--- config.mk ---
export PLATFORM = sky130hd
export DESIGN_NAME = dm_access_arbiter
export DESIGN_NICKNAME = d
export VERILOG_FILES = /design/src/rtl/dm_arb_pkg.sv /design/src/rtl/dm_arb_perf_cnt.sv /design/src/rtl/dm_access_arbiter.sv
export SDC_FILE = /design/constraint.sdc
export NUM_CORES = 1
export LEC_CHECK = 0
export ABC_CLOCK_PERIOD_IN_PS = 3900
export CAP_MARGIN = 5
export CORE_ASPECT_RATIO = 2
export CORE_MARGIN = 1
export CORE_UTILIZATION = 30
export CTS_CLUSTER_DIAMETER = 120
export DETAILED_ROUTE_END_ITERATION = 8
export PLACE_DENSITY = 0.68
export SLEW_MARGIN = 20
export SYNTH_ARGS = -nofsm -noshare
export SYNTH_HDL_FRONTEND = slang
export SYNTH_SLANG_ARGS = --single-unit
--- constraint.sdc ---
create_clock -name clk_i -period 3.9 [get_ports clk_i]
set_input_delay 0.78 -clock clk_i [delete_from_list [all_inputs] [get_ports clk_i]]
set_output_delay 0.78 -clock clk_i [all_outputs]
set_load 0.02 [all_outputs]
--- src/rtl/dm_arb_pkg.sv ---
// Shared encodings for the data-memory access arbiter: FSM states, owner flag and the write
// constant.
package dm_arb_pkg;

  typedef enum logic [1:0] {
    StIdle  = 2'd0,
    StIssue = 2'd1,
    StWait  = 2'd2,
    StDone  = 2'd3
  } arb_state_e;

  localparam logic OwnCpu  = 1'b0;
  localparam logic OwnDma  = 1'b1;
  localparam logic RwWrite = 1'b1;

endpackage

--- src/rtl/dm_arb_perf_cnt.sv ---
// Saturating 16-bit event counter with synchronous active-low clear.
module dm_arb_perf_cnt (
  input  logic        clk_i,
  input  logic        rst_ni,
  input  logic        inc_i,
  output logic [15:0] count_o
);

  logic [15:0] count_q;

  always_ff @(posedge clk_i) begin
    if (!rst_ni) begin
      count_q <= 16'h0000;
    end else if (inc_i && (count_q != 16'hFFFF)) begin
      count_q <= count_q + 16'd1;
    end
  end

  assign count_o = count_q;

endmodule

--- src/rtl/dm_access_arbiter.sv ---
// Arbitrates the single-ported data memory between the CPU and DMA ports, with a starvation
// guard for DMA. Define DM_ARB_PERF_EN to add the saturating grant/conflict counters.
module dm_access_arbiter
  import dm_arb_pkg::*;
#(
  parameter int unsigned AW           = 16,
  parameter int unsigned DW           = 16,
  parameter int unsigned MEM_LAT      = 1,
  parameter int unsigned STARVE_LIMIT = 4
) (
  input  logic          clk_i,
  input  logic          rst_ni,
  input  logic          cpu_req_i,
  input  logic          cpu_rw_i,
  input  logic [AW-1:0] cpu_addr_i,
  input  logic [DW-1:0] cpu_wdata_i,
  output logic          cpu_ack_o,
  output logic [DW-1:0] cpu_rdata_o,
  output logic          cpu_stall_o,
  input  logic          dma_req_i,
  input  logic          dma_rw_i,
  input  logic [AW-1:0] dma_addr_i,
  input  logic [DW-1:0] dma_wdata_i,
  output logic          dma_ack_o,
  output logic [DW-1:0] dma_rdata_o,
  output logic          mem_en_o,
  output logic          mem_rw_o,
  output logic [AW-1:0] mem_addr_o,
  output logic [DW-1:0] mem_wdata_o,
  input  logic [DW-1:0] mem_rdata_i
`ifdef DM_ARB_PERF_EN
  ,
  output logic [15:0]   perf_cpu_grants_o,
  output logic [15:0]   perf_dma_grants_o,
  output logic [15:0]   perf_conflicts_o
`endif
);

  localparam int unsigned LW = (MEM_LAT > 1) ? $clog2(MEM_LAT) : 1;
  localparam int unsigned SW = $clog2(STARVE_LIMIT + 1);

  arb_state_e    state_q;
  logic [LW-1:0] lat_cnt_q;
  logic [SW-1:0] starve_q, starve_d;
  logic          owner_q;
  logic          mem_en_q, mem_rw_q;
  logic [AW-1:0] mem_addr_q;
  logic [DW-1:0] mem_wdata_q;
  logic          cpu_ack_q, dma_ack_q;
  logic [DW-1:0] cpu_rdata_q, dma_rdata_q;
  logic          dma_win;

  // DMA wins when alone, or when the CPU has starved it for STARVE_LIMIT grants.
  assign dma_win = dma_req_i & (~cpu_req_i | (starve_q == SW'(STARVE_LIMIT)));

  always_comb begin
    starve_d = starve_q;
    if (dma_win || !dma_req_i) begin
      starve_d = '0;
    end else if (starve_q != SW'(STARVE_LIMIT)) begin
      starve_d = starve_q + SW'(1);
    end
  end

  always_ff @(posedge clk_i) begin
    if (!rst_ni) begin
      state_q     <= StIdle;
      lat_cnt_q   <= '0;
      starve_q    <= '0;
      owner_q     <= OwnCpu;
      mem_en_q    <= 1'b0;
      mem_rw_q    <= 1'b0;
      mem_addr_q  <= '0;
      mem_wdata_q <= '0;
      cpu_ack_q   <= 1'b0;
      dma_ack_q   <= 1'b0;
      cpu_rdata_q <= '0;
      dma_rdata_q <= '0;
    end else begin
      mem_en_q  <= 1'b0;
      cpu_ack_q <= 1'b0;
      dma_ack_q <= 1'b0;
      unique case (state_q)
        StIdle: begin
          if (cpu_req_i || dma_req_i) begin
            owner_q     <= dma_win ? OwnDma : OwnCpu;
            mem_rw_q    <= dma_win ? dma_rw_i : cpu_rw_i;
            mem_addr_q  <= dma_win ? dma_addr_i : cpu_addr_i;
            mem_wdata_q <= dma_win ? dma_wdata_i : cpu_wdata_i;
            starve_q    <= starve_d;
            mem_en_q    <= 1'b1;
            state_q     <= StIssue;
          end
        end
        StIssue: begin
          lat_cnt_q <= LW'(MEM_LAT - 1);
          state_q   <= StWait;
        end
        StWait: begin
          if (lat_cnt_q != '0) begin
            lat_cnt_q <= lat_cnt_q - LW'(1);
          end else begin
            if (mem_rw_q != RwWrite) begin
              if (owner_q == OwnDma) dma_rdata_q <= mem_rdata_i;
              else                   cpu_rdata_q <= mem_rdata_i;
            end
            if (owner_q == OwnDma) dma_ack_q <= 1'b1;
            else                   cpu_ack_q <= 1'b1;
            state_q <= StDone;
          end
        end
        StDone: begin
          state_q <= StIdle;
        end
      endcase
    end
  end

  assign cpu_ack_o   = cpu_ack_q;
  assign cpu_rdata_o = cpu_rdata_q;
  assign cpu_stall_o = cpu_req_i & ~cpu_ack_q;
  assign dma_ack_o   = dma_ack_q;
  assign dma_rdata_o = dma_rdata_q;
  assign mem_en_o    = mem_en_q;
  assign mem_rw_o    = mem_rw_q;
  assign mem_addr_o  = mem_addr_q;
  assign mem_wdata_o = mem_wdata_q;

`ifdef DM_ARB_PERF_EN
  logic arb_valid;
  assign arb_valid = (state_q == StIdle) & (cpu_req_i | dma_req_i);

  dm_arb_perf_cnt u_cnt_cpu (
    .clk_i   (clk_i),
    .rst_ni  (rst_ni),
    .inc_i   (arb_valid & ~dma_win),
    .count_o (perf_cpu_grants_o)
  );

  dm_arb_perf_cnt u_cnt_dma (
    .clk_i   (clk_i),
    .rst_ni  (rst_ni),
    .inc_i   (arb_valid & dma_win),
    .count_o (perf_dma_grants_o)
  );

  dm_arb_perf_cnt u_cnt_conflict (
    .clk_i   (clk_i),
    .rst_ni  (rst_ni),
    .inc_i   (arb_valid & cpu_req_i & dma_req_i),
    .count_o (perf_conflicts_o)
  );
`endif

endmodule

==> flow_summary.json, run 1 <==
{
  "cts_setup_buffers": 0,
  "max_freq_mhz": 334.1,
  "drtPass1Iterations": 5,
  "row_count": 53,
  "drtIter0Drc": 218,
  "fin_crit_ns": 2.993,
  "total_power_mw": 3.216,
  "final_area_sq_um": 5069,
  "crit_family": "buffers and inverters",
  "critPathMostFrequentCell": "clkdlybuf4s50_1",
  "required_ns": 3.12,
  "synth_top_cells_by_area": "dfxtp_1, o21ai_0, nand2_1",
  "cts_made_buffers": 9,
  "max_slew_margin": 0.3445,
  "path_cells": "clkdlybuf4s50_1 -> nor2b_1 -> clkdlybuf4s50_1",
  "vias_per_cell": 5.177,
  "setup_viol": 0,
  "synth_seq_cells": 74,
  "hold_ws_ns": 0.4500,
  "finClkSkew_ns": 0.008466,
  "end_kind": "primary output",
  "ys_seq_area_frac": 0.4623,
  "rsz0062_at_grt": "false",
  "fin_crit_sh": 0.7675,
  "outcome": "complete, no violations",
  "hold_buffers": 0,
  "die_h_um": 148.2,
  "crit_type": "primary input to primary output",
  "finalSetupTns_ns": 0,
  "yosysUniqueCellTypes": 35,
  "min_path_type": "register to register",
  "grt_max_degree": 75,
  "leakagePower_nw": 1.793,
  "grt_first_pass_wirelength_mm": 15.94,
  "drv_cap": 0,
  "crit_fanout": 7,
  "cts.repair.resized": 0,
  "cts_buffer_depth": 2,
  "synth_ff_type": "dfxtp_1",
  "synth_largest_area_cell": "dfxtp_1",
  "worstMarginPinSlew_ns": 0.9795,
  "diodes": 0,
  "finalWeightedCongestion": 0.7908,
  "dp_hpwl_mm": 7.110,
  "async_reset_ff_frac": 0,
  "syn-num-nets": 468,
  "antenna_found_initial": 0,
  "final_antenna_net_count": 0,
  "clkLatencyLatePin_ns": 0.33,
  "die_x_um": 75.08,
  "overflow": 0,
  "place_area_sq_um": 4725,
  "clk_pin_slew_ns": 0.06,
  "netlist_instances": 377,
  "synth_common_cells": "dfxtp_1, o21ai_0, nand2_1",
  "synth_top_area_frac": 0.4623,
  "peakVddDrop_mv": 0.2400,
  "wl_mm": 10.39,
  "hold_violations": 0,
  "cts-root-buf": "clkbuf_16",
  "cp_num_buf_inv": 2,
  "synth_edf_count": 0,
  "syn_avg_cell_area_sq_um": 8.500,
  "cts_tree": "built",
  "port_buffers": 154,
  "yosysMostFrequentCell": "dfxtp_1",
  "initial_core_util": 0.3058,
  "via_count": 3365,
  "coreArea_sq_um": 10480,
  "wl_per_cell_um": 15.99,
  "powerDensity_nw_per_um2": 634.4,
  "syn_to_final_growth_pct": 58.18,
  "ys_warn_count": 0,
  "netlist_area_sq_um": 3204,
  "critical-path-slowest-cell": "clkdlybuf4s50_1",
  "nets": 599,
  "grt_usage": 0.1907,
  "max_stage_delay_ns": 0.65,
  "h-tree-depth": 3,
  "cts_sinks": 74,
  "drc_errors": 0,
  "io_pins": 155,
  "grt_pass1_vias": 3222,
  "fp.dieArea_sq_um": 11120,
  "drive_gt1_frac": 0.06238,
  "crit_arrival_ns": 2.21,
  "fin_util": 0.4838,
  "drv_slew": 0,
  "cp-start-kind": "primary input"
}
## path summary, 6_finish.rpt
| kind | depth (start not counted) | to | start | slack [ns] |
|---|---|---|---|---|
| max | 3 | cpu_stall_o | cpu_req_i | 0.91 |
| min | 2 | dma_rdata_o[0] | dma_rdata_o[0] | 0.45 |
| min reg2reg | 2 | dma_rdata_o[0] | dma_rdata_o[0] | 0.45 |
| max reg2reg | 5 | starve_q[2] | starve_q[0] | 2.02 |
## cell usage in the layout, fill, tap and decap left out, drive strengths merged, types with 2 or more instances in the layout
| cell | Yosys | routed |
|---|---|---|
| or3b | 2 | 2 |
| a21oi | 34 | 34 |
| o21ai | 67 | 67 |
| dfxtp | 74 | 74 |
| nand2 | 67 | 67 |
| nor2 | 2 | 2 |
| clkinv | 0 | 2 |
| clkdlybuf4s50 | 0 | 152 |
| ha | 5 | 5 |
| a21boi | 34 | 34 |
| a31oi | 33 | 33 |
| buf | 18 | 3 |
| bufinv | 0 | 3 |
| nor2b | 3 | 3 |
| clkbuf | 17 | 10 |
| nor3b | 3 | 3 |
| inv | 5 | 6 |
## routing by layer
metal | vias up | share of wire | GRT usage
li1 | 1590 | - | -
met1 | 1609 | 0.35 | 0.1819
met2 | 152 | 0.56 | 0.3667
met3 | 14 | 0.062 | 0.04201
met4 | 0 | 0.024 | 0.08491
met5 | - | 0 | 0
## area by class of cell
type,count,area (sq um)
clock buffers,10,229.0
clock inverters,6,112.6
fillers,1050,5409
inverters,5,18.77
multi-input cells,263,1514
flip-flops and latches,74,1481
well taps,137,171.4
repair buffers,155,1541
## registers in the layout, summed over array words and instances (netlist names)
| name | count |
|---|---|
| cpu_ack_o | 1 |
| mem_addr_o | 16 |
| state_q | 2 |
| mem_wdata_o | 16 |
| owner_q | 1 |
| cpu_rdata_o | 16 |
| mem_en_o | 1 |
| dma_rdata_o | 16 |
| starve_q | 3 |
| dma_ack_o | 1 |
| mem_rw_o | 1 |
## stage by stage
| stage | instances | setup WS (ns) |
|---|---|---|
| after floorplan | 377 | 2.013 |
| after global placement | 634 | 0.9077 |
| after detailed placement | 634 | 0.9032 |
| after CTS | 650 | 0.8869 |
| after global routing | 650 | 0.7867 |
| final | 650 | 0.9067 |
## worst register-to-register path, delay by kind of cell, from the launching register on
kind                     cells  cell delay [ns]
AO/OA/AOI/OAI                2             0.91
flip-flops                   1             0.38
adder cells (fa/ha/maj)      1             0.24
AND/OR/NAND/NOR              1             0.22
buffers and inverters        1             0.06
## power breakdown
group | switching [mW] | total [mW] | internal (mW)
combinational | 0.674 | 1.22 | 0.546
sequential | 0.105 | 1.04 | 0.938
clock | 0.325 | 0.952 | 0.627
total | 1.10 | 3.22 | 2.11
## cells by family after synthesis
group / after synthesis / synth area share
and+or+nand+nor: 82 / 0.1214
buffers and inverters: 40 / 0.06755
xor gates and xnor gates: 2 / 0.005468
adders and majority gates: 5 / 0.01952
muxes: 1 / 0.003124
DFF: 74 / 0.4623
AOI/OAI and AO/OA: 173 / 0.3206
Note: power is estimated with default switching activity, not from simulation.
==> inputs of run 2 (changes only) <==
Settings changed: ABC_CLOCK_PERIOD_IN_PS 3900 to 2800.
Clock period 3.9 ns to 2.8 ns, I/O delays scaled along.
==> flow_summary.json, run 2 (same netlist as run 1, synthesis figures left out) <==
{
  "layout_commonest_cell": "clkdlybuf4s50_1",
  "hold_violations": 0,
  "post-place-ws_ns": 0.4072,
  "fin_crit_ns": 2.394,
  "finalWeightedCongestion": 0.7868,
  "die_x_um": 75.08,
  "hold_buffers": 0,
  "crit_arrival_ns": 1.83,
  "cts_sinks": 74,
  "critical-path-slowest-cell": "clkdlybuf4s50_1",
  "drtIter0Drc": 176,
  "drc_errors": 0,
  "antenna_found_initial": 0,
  "dp_hpwl_mm": 7.547,
  "final_cell_mix": "clkdlybuf4s50_1, dfxtp_1, o21ai_0, nand2_1, a21oi_1",
  "r2r_slack_ns": 1.00,
  "grt_first_pass_wirelength_mm": 16.61,
  "clk_pin_slew_ns": 0.05,
  "finClkSkew_ns": 0.006086,
  "io_pins": 155,
  "vias_per_cell": 5.106,
  "drv_cap": 0,
  "cts_buffer_depth": 2,
  "setup_ws_ns": 0.4059,
  "drv_slew": 0,
  "diodes": 0,
  "cts.repair.resized": 0,
  "fin_crit_sh": 0.8550,
  "finalSetupTns_ns": 0,
  "peakVddDrop_mv": 0.3433,
  "cts_made_buffers": 9,
  "path_cells": "clkdlybuf4s50_1 -> nor2b_1 -> clkdlybuf4s50_1",
  "end_kind": "primary output",
  "drtPass1Iterations": 5,
  "fill_cells": 1062,
  "wl_mm": 10.68,
  "row_count": 53,
  "nets": 607,
  "syn_to_final_growth_pct": 61.15,
  "crit_start": "cpu_req_i",
  "r2r_cells": 5,
  "cts_setup_buffers": 0,
  "required_ns": 2.24,
  "crit_type": "primary input to primary output",
  "placed_cells": 642,
  "coreArea_sq_um": 10480,
  "via_count": 3360,
  "setup_viol": 0,
  "whs_endpoint": "dma_rdata_o[0]",
  "port_buffers": 154,
  "final_antenna_net_count": 0,
  "fin_cells": 658,
  "regToRegEndpoint": "cpu_rdata_o[4]",
  "crit_fanout": 2,
  "outcome": "complete, no violations",
  "grt_usage": 0.1978,
  "overflow": 0,
  "cts-root-buf": "clkbuf_16",
  "cp-start-kind": "primary input",
  "initial_core_util": 0.3058,
  "max_freq_mhz": 417.7,
  "fp.dieArea_sq_um": 11120,
  "drive_gt1_frac": 0.07678,
  "worstMarginPinSlew_ns": 0.8071,
  "min_path_type": "register to register",
  "rsz0062_at_grt": "false",
  "powerDensity_nw_per_um2": 892.0,
  "wl_per_cell_um": 16.23,
  "grt_max_degree": 36,
  "max_stage_delay_ns": 0.61,
  "holdPathStages": 2,
  "grt_pass1_vias": 3422,
  "leakagePower_nw": 1.845,
  "critPathMostFrequentCell": "clkdlybuf4s50_1",
  "cts_tree": "built",
  "max_slew_margin": 0.4620,
  "h-tree-depth": 3,
  "hp-start": "dma_rdata_o[0]",
  "fin_util": 0.4928,
  "clkLatencyLatePin_ns": 0.33,
  "die_h_um": 148.2,
  "timing.rr.start": "state_q[0]"
}
[run 2: worst max-delay path by stage]
| stage | cells past startpoint | endpoint | slack [ns] |
|---|---|---|---|
| global placement | 3 | cpu_stall_o | 0.36 |
| detailed placement | 3 | cpu_stall_o | 0.41 |
| global route | 3 | cpu_stall_o | 0.37 |
| CTS | 3 | cpu_stall_o | 0.39 |
| floorplan | 7 | cpu_rdata_o[10] | 1.34 |
| finish | 3 | cpu_stall_o | 0.41 |
[run 2: where the power goes]
part           total, mW  internal (mW)  switching (mW)
clock               1.41          0.966           0.449
sequential          1.45           1.31           0.146
combinational       1.74          0.781           0.958
[run 2: area by class of cell]
| type | instances | area [sq um] | share of cell area |
|---|---|---|---|
| clock buffers | 10 | 229.0 | 0.04434 |
| clock inverters | 6 | 137.6 | 0.02665 |
| inverters | 5 | 18.77 | 0.003635 |
| multi-input cells | 263 | 1514 | 0.2932 |
| flip-flops and latches | 74 | 1481 | 0.2869 |
| well taps | 137 | 171.4 | 0.03320 |
| repair buffers | 163 | 1612 | 0.3121 |
[run 2: stage by stage]
stage	hold WS, ns	power, mW	instance area, sq um
after floorplan	0.4603	2.442	3204
after global placement	0.4415	3.171	4797
after detailed placement	0.4462	3.215	4797
after CTS	0.4559	4.657	5164
after global routing	0.4719	4.873	5164
final	0.4530	4.606	5164
[run 2: metal layers]
metal / wire length [um] / part of all wire / vias to the layer above / GRT usage
met4: 308 / 0.029 / 0 / 0.09340
li1: - / - / 1604 / -
met3: 700 / 0.066 / 19 / 0.04675
met2: 6110 / 0.57 / 149 / 0.3824
met5: 0 / 0 / - / 0
met1: 3558 / 0.33 / 1588 / 0.1821
[run 2: worst max-delay path, delay by kind of cell]
kind          cells  cell delay (ns)
buf+inv           2             1.12
simple gates      1             0.15
